$ cat src/rtl/arb_requester.sv
// Requester side of a priority-arbitrated resource: per-port pending-job counters,
// registered request/done/overflow outputs, sticky grant-protocol error flag.
// Optional starvation monitor, enabled by defining STARVE_MON_EN.

module arb_requester_port #(
    parameter int CNT_W        = 3,
    parameter int STARVE_LIMIT = 15
) (
    input  logic             clk_i,
    input  logic             rst_i,
    input  logic             job_i,
    input  logic             acc_i,
    output logic             req_o,
    output logic             done_o,
    output logic             ovf_o,
`ifdef STARVE_MON_EN
    output logic             starve_o,
`endif
    output logic [CNT_W-1:0] cnt_o
);
    localparam logic [CNT_W-1:0] CNT_MAX = '1;

    logic [CNT_W-1:0] cnt_q, cnt_d;
    logic             req_q, req_d;
    logic             done_q, done_d;
    logic             ovf_q, ovf_d;
    logic             full;

    assign full = (cnt_q == CNT_MAX);

    // A job arriving alongside an accepted grant replaces the consumed one, so
    // the count holds and nothing is dropped even when saturated.
    always_comb begin
        cnt_d  = cnt_q;
        done_d = acc_i;
        ovf_d  = job_i && !acc_i && full;
        if (job_i && !acc_i && !full)
            cnt_d = cnt_q + 1'b1;
        else if (acc_i && !job_i && cnt_q != '0)
            cnt_d = cnt_q - 1'b1;
        req_d = (cnt_d != '0);
    end

    always_ff @(posedge clk_i) begin
        if (rst_i) begin
            cnt_q  <= '0;
            req_q  <= 1'b0;
            done_q <= 1'b0;
            ovf_q  <= 1'b0;
        end else begin
            cnt_q  <= cnt_d;
            req_q  <= req_d;
            done_q <= done_d;
            ovf_q  <= ovf_d;
        end
    end

    assign req_o  = req_q;
    assign done_o = done_q;
    assign ovf_o  = ovf_q;
    assign cnt_o  = cnt_q;

`ifdef STARVE_MON_EN
    localparam int WAIT_W = $clog2(STARVE_LIMIT + 1);
    localparam logic [WAIT_W-1:0] WAIT_MAX = WAIT_W'(STARVE_LIMIT);

    logic [WAIT_W-1:0] wait_q, wait_d;
    logic              starve_q, starve_d;

    always_comb begin
        wait_d = wait_q;
        if (!req_q || acc_i)
            wait_d = '0;
        else if (wait_q < WAIT_MAX)
            wait_d = wait_q + 1'b1;
        starve_d = starve_q || (wait_d == WAIT_MAX);
    end

    always_ff @(posedge clk_i) begin
        if (rst_i) begin
            wait_q   <= '0;
            starve_q <= 1'b0;
        end else begin
            wait_q   <= wait_d;
            starve_q <= starve_d;
        end
    end

    assign starve_o = starve_q;
`endif
endmodule

module arb_requester #(
    parameter int NUM_PORTS    = 4,
    parameter int CNT_W        = 3,
    parameter int STARVE_LIMIT = 15
) (
    input  logic                       clk_i,
    input  logic                       rst_i,
    input  logic [NUM_PORTS-1:0]       job_i,
    input  logic [NUM_PORTS-1:0]       gnt_i,
    output logic [NUM_PORTS-1:0]       req_o,
    output logic [NUM_PORTS-1:0]       done_o,
    output logic [NUM_PORTS-1:0]       ovf_o,
    output logic                       err_o,
`ifdef STARVE_MON_EN
    output logic [NUM_PORTS-1:0]       starve_o,
`endif
    output logic [NUM_PORTS*CNT_W-1:0] pend_o
);
    localparam logic [NUM_PORTS-1:0] ONE = NUM_PORTS'(1);

    logic [NUM_PORTS-1:0]            req_w;
    logic [NUM_PORTS-1:0]            acc;
    logic [NUM_PORTS-1:0][CNT_W-1:0] cnt_w;
    logic                            multi_gnt;
    logic                            bad_gnt;
    logic                            err_q, err_d;

    // A multi-hot grant is rejected as a whole; otherwise a grant only counts
    // against a port that is actually requesting.
    always_comb begin
        multi_gnt = ((gnt_i & (gnt_i - ONE)) != '0);
        bad_gnt   = multi_gnt || ((gnt_i & ~req_w) != '0);
        acc       = multi_gnt ? '0 : (gnt_i & req_w);
        err_d     = err_q || bad_gnt;
    end

    always_ff @(posedge clk_i) begin
        if (rst_i) err_q <= 1'b0;
        else       err_q <= err_d;
    end

    for (genvar p = 0; p < NUM_PORTS; p++) begin : g_port
        arb_requester_port #(
            .CNT_W        (CNT_W),
            .STARVE_LIMIT (STARVE_LIMIT)
        ) u_port (
            .clk_i    (clk_i),
            .rst_i    (rst_i),
            .job_i    (job_i[p]),
            .acc_i    (acc[p]),
            .req_o    (req_w[p]),
            .done_o   (done_o[p]),
            .ovf_o    (ovf_o[p]),
`ifdef STARVE_MON_EN
            .starve_o (starve_o[p]),
`endif
            .cnt_o    (cnt_w[p])
        );
    end

    assign req_o  = req_w;
    assign err_o  = err_q;
    assign pend_o = cnt_w;
endmodule

$ cat config.mk
export PLATFORM = sky130hd
export DESIGN_NAME = arb_requester
export DESIGN_NICKNAME = d
export VERILOG_FILES = /design/src/rtl/arb_requester.sv
export SDC_FILE = /design/constraint.sdc
export NUM_CORES = 1
export LEC_CHECK = 0
export CAP_MARGIN = 20
export CORE_ASPECT_RATIO = 0.5
export CORE_MARGIN = 5
export CORE_UTILIZATION = 50
export DETAILED_ROUTE_END_ITERATION = 10
export GPL_TIMING_DRIVEN = 1
export HOLD_SLACK_MARGIN = 0.06
export PLACE_DENSITY = 0.86
export SLEW_MARGIN = 30
export SYNTH_ARGS = -nofsm -noshare
export SYNTH_HDL_FRONTEND = slang
export SYNTH_SLANG_ARGS = --single-unit
$ cat constraint.sdc
create_clock -name clk_i -period 2.4 [get_ports clk_i]
set_input_delay 0.72 -clock clk_i [delete_from_list [all_inputs] [get_ports clk_i]]
set_output_delay 0.72 -clock clk_i [all_outputs]
set_load 0.05 [all_outputs]
==> metrics.md, run 1 <==
| Metric | Value |
|---|---|
| YS warnings | 0 |
| WP buf/inv | 3 |
| IO buf count | 34 |
| Vias in the first global route | between 1000 and 1500 |
| Worst Clk Skew | 0.00873 ns |
| Root Driver | clkbuf_8 |
| Die Y | 49.6 um |
| Sequential share of the synthesized area | between 30% and 40% |
| Number of core rows | 14 |
| Fin area | between 2000 and 2500 um^2 |
| Number of buffers created by CTS | 3 |
| CP Cell Sequence | clkdlybuf4s50_1 > buf_4 > nor4b_1 > buf_4 > nand3b_1 > a2bb2oi_1 > xnor2_1 > o211ai_1 |
| First-pass GRT wire length | about 6.1 mm |
| Final Hold Fails | 0 |
| Total negative slack | 0 ns |
| Die area | approximately 4400 um^2 |
| Post-synth EDFFs | 0 |
| Worst slew margin | about two thirds |
| I/O pin cnt | 35 |
| Worst-Skew Late Latency | 0.27 ns |
| Mapped Nets | approximately 200 |
| Total Routing Usage GR | 17.2% |
| Grt total ovfl | 0 |
| Power Density | between 500 and 600 nW/um^2 |
| Worst vdd ir | about 0.27 mV |
| Area grow syn2layout | 30.0% |
| Most used cell, CP | buf_4 |
| Main flop type after synthesis | dfxtp_1 |
| Placer Congestion | between 0.9 and 1 |
| Detailed Routing Iterations Pass 1 | 4 |
| CTS tree | done |
| HPWL after DPL | approximately 2.8 mm |
| Final Cycle Share | between 90 and 100% |
| Drc violations | 0 |
| Mapped Avg Cell Area | 9.08 um^2 |
| RSZ-0062 raised after global routing | true |
| Antenna-violating nets left | 0 |
| CTS Hold Bufs | 0 |
| Antenna violations before repair | 0 |
| Share of layout cells above drive strength 1 | 15.6% |
| Total core area | roughly 3000 um^2 |
| Vias per inst | roughly 5.4 |
| Initial Util | a little over half |
| Fillers | ~230 |
| Via Count | about 1400 |
| Clk buf depth | 2 |
| Die span in x | roughly 90 um |
| Crit path time final | between 2 and 2.5 ns |
| Slew Limit Fails | 0 |
| Clk sink count | 25 |
| Clock Pin Slew Worst Setup and Hold Paths | roughly 0.1 ns |
| Hold crit path type | flop to flop |
| Critical path class | input pin to flop |
| Power Total | 0.00117 W |
| Max-cap violations | 0 |
| Crit path DAT | between 2 and 3 ns |
| Run status | complete, no violations |
| Post-Synthesis Cell Area | 1570 um^2 |
| Final wirelength | approximately 3.7 mm |
| Pleak | a little over 0.9 nW |
| Worst hold slack | between 0.5 and 0.6 ns |
| Register bit total from synthesis | 25 |
| CP endpoint kind | flop |
| Final design utilization | between 60% and 70% |
| Critical Path Fanout Max | 3 |
| Setup violations, final | 0 |
| Worst-Margin Slew | about 0.5 ns |
| Final #Nets | roughly 240 |
| Cell count after synthesis | 173 |
| Critical Path Start Type | input pin |
| H-tree Lvls | 1 |
| Number of distinct library cells after synthesis | 47 |
| F_max | roughly 420 MHz |
| DR iter-0 viols | 83 |
| CP max-delay cell | clkdlybuf4s50_1 |
| Max stage delay on crit path | around 0.44 ns |
| Pin count of the biggest net entering global routing | 15 |
| Routed len/inst | around 15 um |
| Ant diodes | 0 |
| Post-place instance area | slightly below 2000 um^2 |
| Top Family by Delay on Critical Path | buffers and inverters |
| Ys async rst share | 0% |
| WP data required | between 2 and 3 ns |
-- path summary, 6_finish.rpt --
| check | to | slack, ns | start | cells past startpoint |
|---|---|---|---|---|
| worst max-delay path | g_port[1].u_port.req_o | 0.004 | gnt_i[0] | 8 |
| worst min-delay path | g_port[3].u_port.cnt_o[2] | 0.54 | g_port[3].u_port.cnt_o[2] | 2 |
| worst max register to register | g_port[3].u_port.req_o | 0.37 | g_port[3].u_port.cnt_o[1] | 7 |
| worst min register to register | g_port[3].u_port.cnt_o[2] | 0.54 | g_port[3].u_port.cnt_o[2] | 2 |
-- cells in the mapped netlist (3+ instances only) --
master | n | share of area (%)
a22o_1 | 3 | 1.7
mux2i_1 | 8 | 5.1
o211ai_1 | 3 | 1.4
nor3_1 | 3 | 0.96
ha_1 | 16 | 13
dfxtp_1 | 25 | 32
nand2_1 | 6 | 1.4
a31oi_1 | 4 | 1.6
a21oi_1 | 5 | 1.6
nor2_1 | 15 | 3.6
inv_1 | 23 | 5.5
o21ai_0 | 4 | 1.3
xnor2_1 | 3 | 1.7
buf_4 | 12 | 5.7
a2bb2oi_1 | 4 | 2.2
-- placed cells by master (no fill, tap or decap), drive strengths merged, types with 4 or more instances in the layout --
cell type / n
mux2i: 8
a2bb2oi: 4
nand2: 6
clkdlybuf4s50: 34
o21ai: 4
nor3: 4
a31oi: 4
ha: 16
inv: 23
buf: 18
dfxtp: 25
a21oi: 5
nor2: 15
-- power by group --
group	switching, W	internal (W)	total (W)	leakage (nW)
clock	0.000142	0.000116	0.000259	0.0255
sequential	0.0000346	0.000449	0.000483	0.205
combinational	0.000256	0.000176	0.000432	0.690
total	0.000433	0.000741	0.00117	0.921
-- area by class of cell --
cell class	instances	area, um^2	area share, %
Clock inverter	1	5.00	0.245
Sequential cell	25	500	24.5
Multi-Input combinational cell	108	882	43.2
Timing Repair Buffer	52	475	23.3
Inverter	23	86.3	4.23
Tap cell	40	50.0	2.45
Clock buffer	3	41.3	2.02
-- worst reg2reg max path, cell delays in order, from the launching register on --
cell and delay, ns:
dfxtp_1 0.44, inv_1 0.11, ha_1 0.20, ha_1 0.19
nor2_1 0.19, a22oi_2 0.12, mux2_4 0.33, or3_1 0.34
-- what timing repair did --
item                       in CTS  in global routing
setup endpoints to repair       0                  4
buffers inserted                0                  1
resized for setup               0                  3
-- kinds of logic after synthesis --
logic type / count (synthesis) / share of synthesized area, %
DFF: 25 / 31.9
and+or+nand+nor: 44 / 16.9
AOI/OAI and AO/OA: 35 / 17.1
muxes: 9 / 6.06
buffers and inverters: 40 / 13.1
adders and majority gates: 17 / 13.4
xor gates and xnor gates: 3 / 1.67
-- per-layer routing --
metal	track usage [%]	share of wire, %	up-vias
met5	0	0	-
met4	6.19	1.4	0
met3	3.49	7.2	6
met2	29.8	48	42
met1	20.9	43	646
li1	-	-	676
-- metrics by stage --
stage | setup slack [ns] | cells
after floorplan | 0.198 | 173
after global placement | -0.249 | 247
after detailed placement | -0.251 | 247
after CTS | 0.0282 | 251
after global routing | -0.0685 | 252
final | 0.00360 | 252
-- state kept, by name (all words and copies together) (netlist names) --
signal	flops
g_port.u_port.ovf_o	4
err_o	1
g_port.u_port.req_o	4
g_port.u_port.done_o	4
g_port.u_port.cnt_o	12
(Power assumes the default switching activity.)
==> inputs of run 2 (changes only) <==
Settings changed: ABC_CLOCK_PERIOD_IN_PS set to 2400, SKIP_CTS_REPAIR_TIMING set to 1.
==> results of run 2 <==
Same layout as run 1: the final DEF is identical, and so are final timing and power.
==> inputs of run 3 (changes only) <==
Settings changed: SETUP_SLACK_MARGIN set to 0.3.
==> run 3 against run 2 <==
Effect of this change: cell count fell by 1.6%; clock skew decreased by 0.0034 ns; die area unchanged; critical path depth down 2; sequential power hardly changed; sequential share of layout area down 1.1 points; setup slack better by 0.36 ns; critical path type unchanged; highest routed layer unchanged.
==> metrics.md, run 3 (same netlist as run 1, synthesis figures left out) <==
| Metric | Value |
|---|---|
| Run status | complete, no violations (unchanged) |
| I/O pin cnt | 35 (unchanged) |
| Ant diodes | 0 (unchanged) |
| Total negative slack | 0 ns (unchanged) |
| F_max | 491 MHz (was 417 MHz) |
| Multi-input logic area | 926 um^2 (was 882 um^2) |
| Worst vdd ir | 0.268 mV (was 0.271 mV) |
| WP buf/inv | 1 (was 3) |
| Detailed Routing Iterations Pass 1 | 4 (unchanged) |
| Antenna violations before repair | 0 (unchanged) |
| Max-cap violations | 0 (unchanged) |
| Grt total ovfl | 0 (unchanged) |
| Root Driver | clkbuf_8 (unchanged) |
| Pleak | 1.36 nW (was 0.921 nW) |
| Setup violations, final | 0 (unchanged) |
| Area grow syn2layout | 36.5% (was 30.0%) |
| WP data required | 2.55 ns (was 2.56 ns) |
| Share of layout cells above drive strength 1 | 16.8% (was 15.6%) |
| Sequential cell area | 503 um^2 (was 500 um^2) |
| Worst slew margin | 64.9% (was 66.0%) |
| Die Y | 49.6 um (unchanged) |
| HPWL after DPL | 2.74 mm (was 2.84 mm) |
| Placer Congestion | 0.966 (was 0.917) |
| Final setup margin | 0.363 ns (was 0.00360 ns) |
| Top Family by Delay on Critical Path | simple AND/OR/NAND/NOR gates (was buffers and inverters) |
| Vias in the first global route | 1286 (was 1391) |
| Hold path startpoint | g_port[3].u_port.cnt_o[2] (unchanged) |
| IO buf count | 34 (unchanged) |
| Antenna-violating nets left | 0 (unchanged) |
| CP Cell Sequence | dlymetal6s2s_1 > nor3_4 > a21oi_2 > a22oi_2 > mux2_4 > or3_1 (was clkdlybuf4s50_1 > buf_4 > nor4b_1 > buf_4 > nand3b_1 > a2bb2oi_1 > xnor2_1 > o211ai_1) |
| Die area | 4430 um^2 (unchanged) |
| CP endpoint kind | flop (unchanged) |
| Initial Util | 52.1% (unchanged) |
| Die span in x | 89.3 um (unchanged) |
| Crit path DAT | 2.19 ns (was 2.55 ns) |
| Final Cycle Share | 84.9% (was 99.9%) |
| Critical Path Start Type | input pin (unchanged) |
| RSZ-0062 raised after global routing | false (was true) |
| Place WS | -0.236 ns (was -0.251 ns) |
| Clk buf depth | 2 (unchanged) |
| Reg-to-Reg Start | g_port[2].u_port.cnt_o[1] (was g_port[3].u_port.cnt_o[1]) |
| Vias per inst | 5.43 (was 5.44) |
| Clock Pin Slew Worst Setup and Hold Paths | 0.08 ns (was 0.10 ns) |
| Worst-Skew Late Latency | 0.27 ns (about the same) |
| Critical path class | input pin to flop (unchanged) |
| DR iter-0 viols | 113 (was 83) |
| Final design utilization | 71.1% (was 67.7%) |
| Number of core rows | 14 (unchanged) |
| Largest register FFs | 12 (unchanged) |
| Final Non-Filler Cells | 248 (was 252) |
| Critical Path Fanout Max | 5 (was 3) |
| Drc violations | 0 (unchanged) |
| Commonest non-fill, non-tap cell in the layout | dlymetal6s2s_1 (was clkdlybuf4s50_1) |
| Number of buffers created by CTS | 3 (unchanged) |
| Max stage delay on crit path | 0.35 ns (was 0.44 ns) |
| H-tree Lvls | 1 (unchanged) |
| Worst hold slack | 0.596 ns (was 0.544 ns) |
| Routed len/inst | 15.5 um (was 14.7 um) |
| Final wirelength | 3.84 mm (was 3.71 mm) |
| Slew Limit Fails | 0 (unchanged) |
| CTS tree | done (unchanged) |
| Worst Setup SP | gnt_i[2] (was gnt_i[0]) |
| Final #Nets | 235 (was 239) |
| Fillers | 213 (was 228) |
| Cell count after placement | 244 (was 247) |
| Total core area | 3010 um^2 (unchanged) |
| Worst-Margin Slew | 0.526 ns (was 0.508 ns) |
| Total Routing Usage GR | 16.4% (was 17.2%) |
| First-pass GRT wire length | 5.75 mm (was 6.05 mm) |
| Worst Clk Skew | 0.00537 ns (was 0.00873 ns) |
| Crit path time final | 2.04 ns (was 2.40 ns) |
| Hold crit path type | flop to flop (unchanged) |
| Most frequent cells in the layout | dlymetal6s2s_1, inv_1, dfxtp_1, ha_1, nor2_1 (was clkdlybuf4s50_1, dfxtp_1, inv_1, buf_4, ha_1) |
| Pin count of the biggest net entering global routing | 18 (was 15) |
| Final Hold Fails | 0 (unchanged) |
| Power Density | 548 nW/um^2 (was 575 nW/um^2) |
| CP max-delay cell | or3_1 (was clkdlybuf4s50_1) |
| Clk sink count | 25 (unchanged) |
| Via Count | 1347 (was 1370) |
## run 3: path summary, 6_finish.rpt
path / cells after the start / slack, ns / endpoint
hold reg to reg: 2 / 0.60 / g_port[3].u_port.cnt_o[2]
hold / removal: 2 / 0.60 / g_port[3].u_port.cnt_o[2]
setup / recovery: 6 / 0.36 / g_port[3].u_port.req_o
setup reg to reg: 7 / 0.45 / g_port[2].u_port.req_o
## run 3: through the flow
stage | power (W) | cell area [um^2]
3_3_place_gp | 0.000897 | 1970
5_1_grt | 0.00124 | 2140
3_5_place_dp | 0.000911 | 1970
6_report | 0.00118 | 2140
4_1_cts | 0.00117 | 2020
2_1_floorplan | 0.000788 | 1590
## run 3: cell type report
type | count | share of cell area (%)
clock buffers | 4 | 2.10
inverters | 23 | 4.03
multi-input cells | 108 | 43.2
flip-flops and latches | 25 | 23.5
well taps | 40 | 2.34
repair buffers | 48 | 24.9
## run 3: worst min-delay path: stages (launching register included)
cell,delay [ns]
dfxtp_1,0.33
inv_1,0.13
a2111oi_4,0.10
## run 3: power by group
group	switching (W)	leakage (nW)	internal, W	total [W]
registers	0.0000333	0.206	0.000450	0.000483
clock network	0.000135	0.0228	0.000119	0.000254
logic	0.000262	1.13	0.000176	0.000438
## run 3: per-layer routing
metal	share of wire, %	vias to the layer above	GRT usage (%)	wire (um)
met2	50	35	28.2	1910
met4	1.1	0	5.20	44
met3	5.1	4	3.99	196
li1	-	669	-	-
met1	44	639	20.1	1680
met5	0	-	0	0
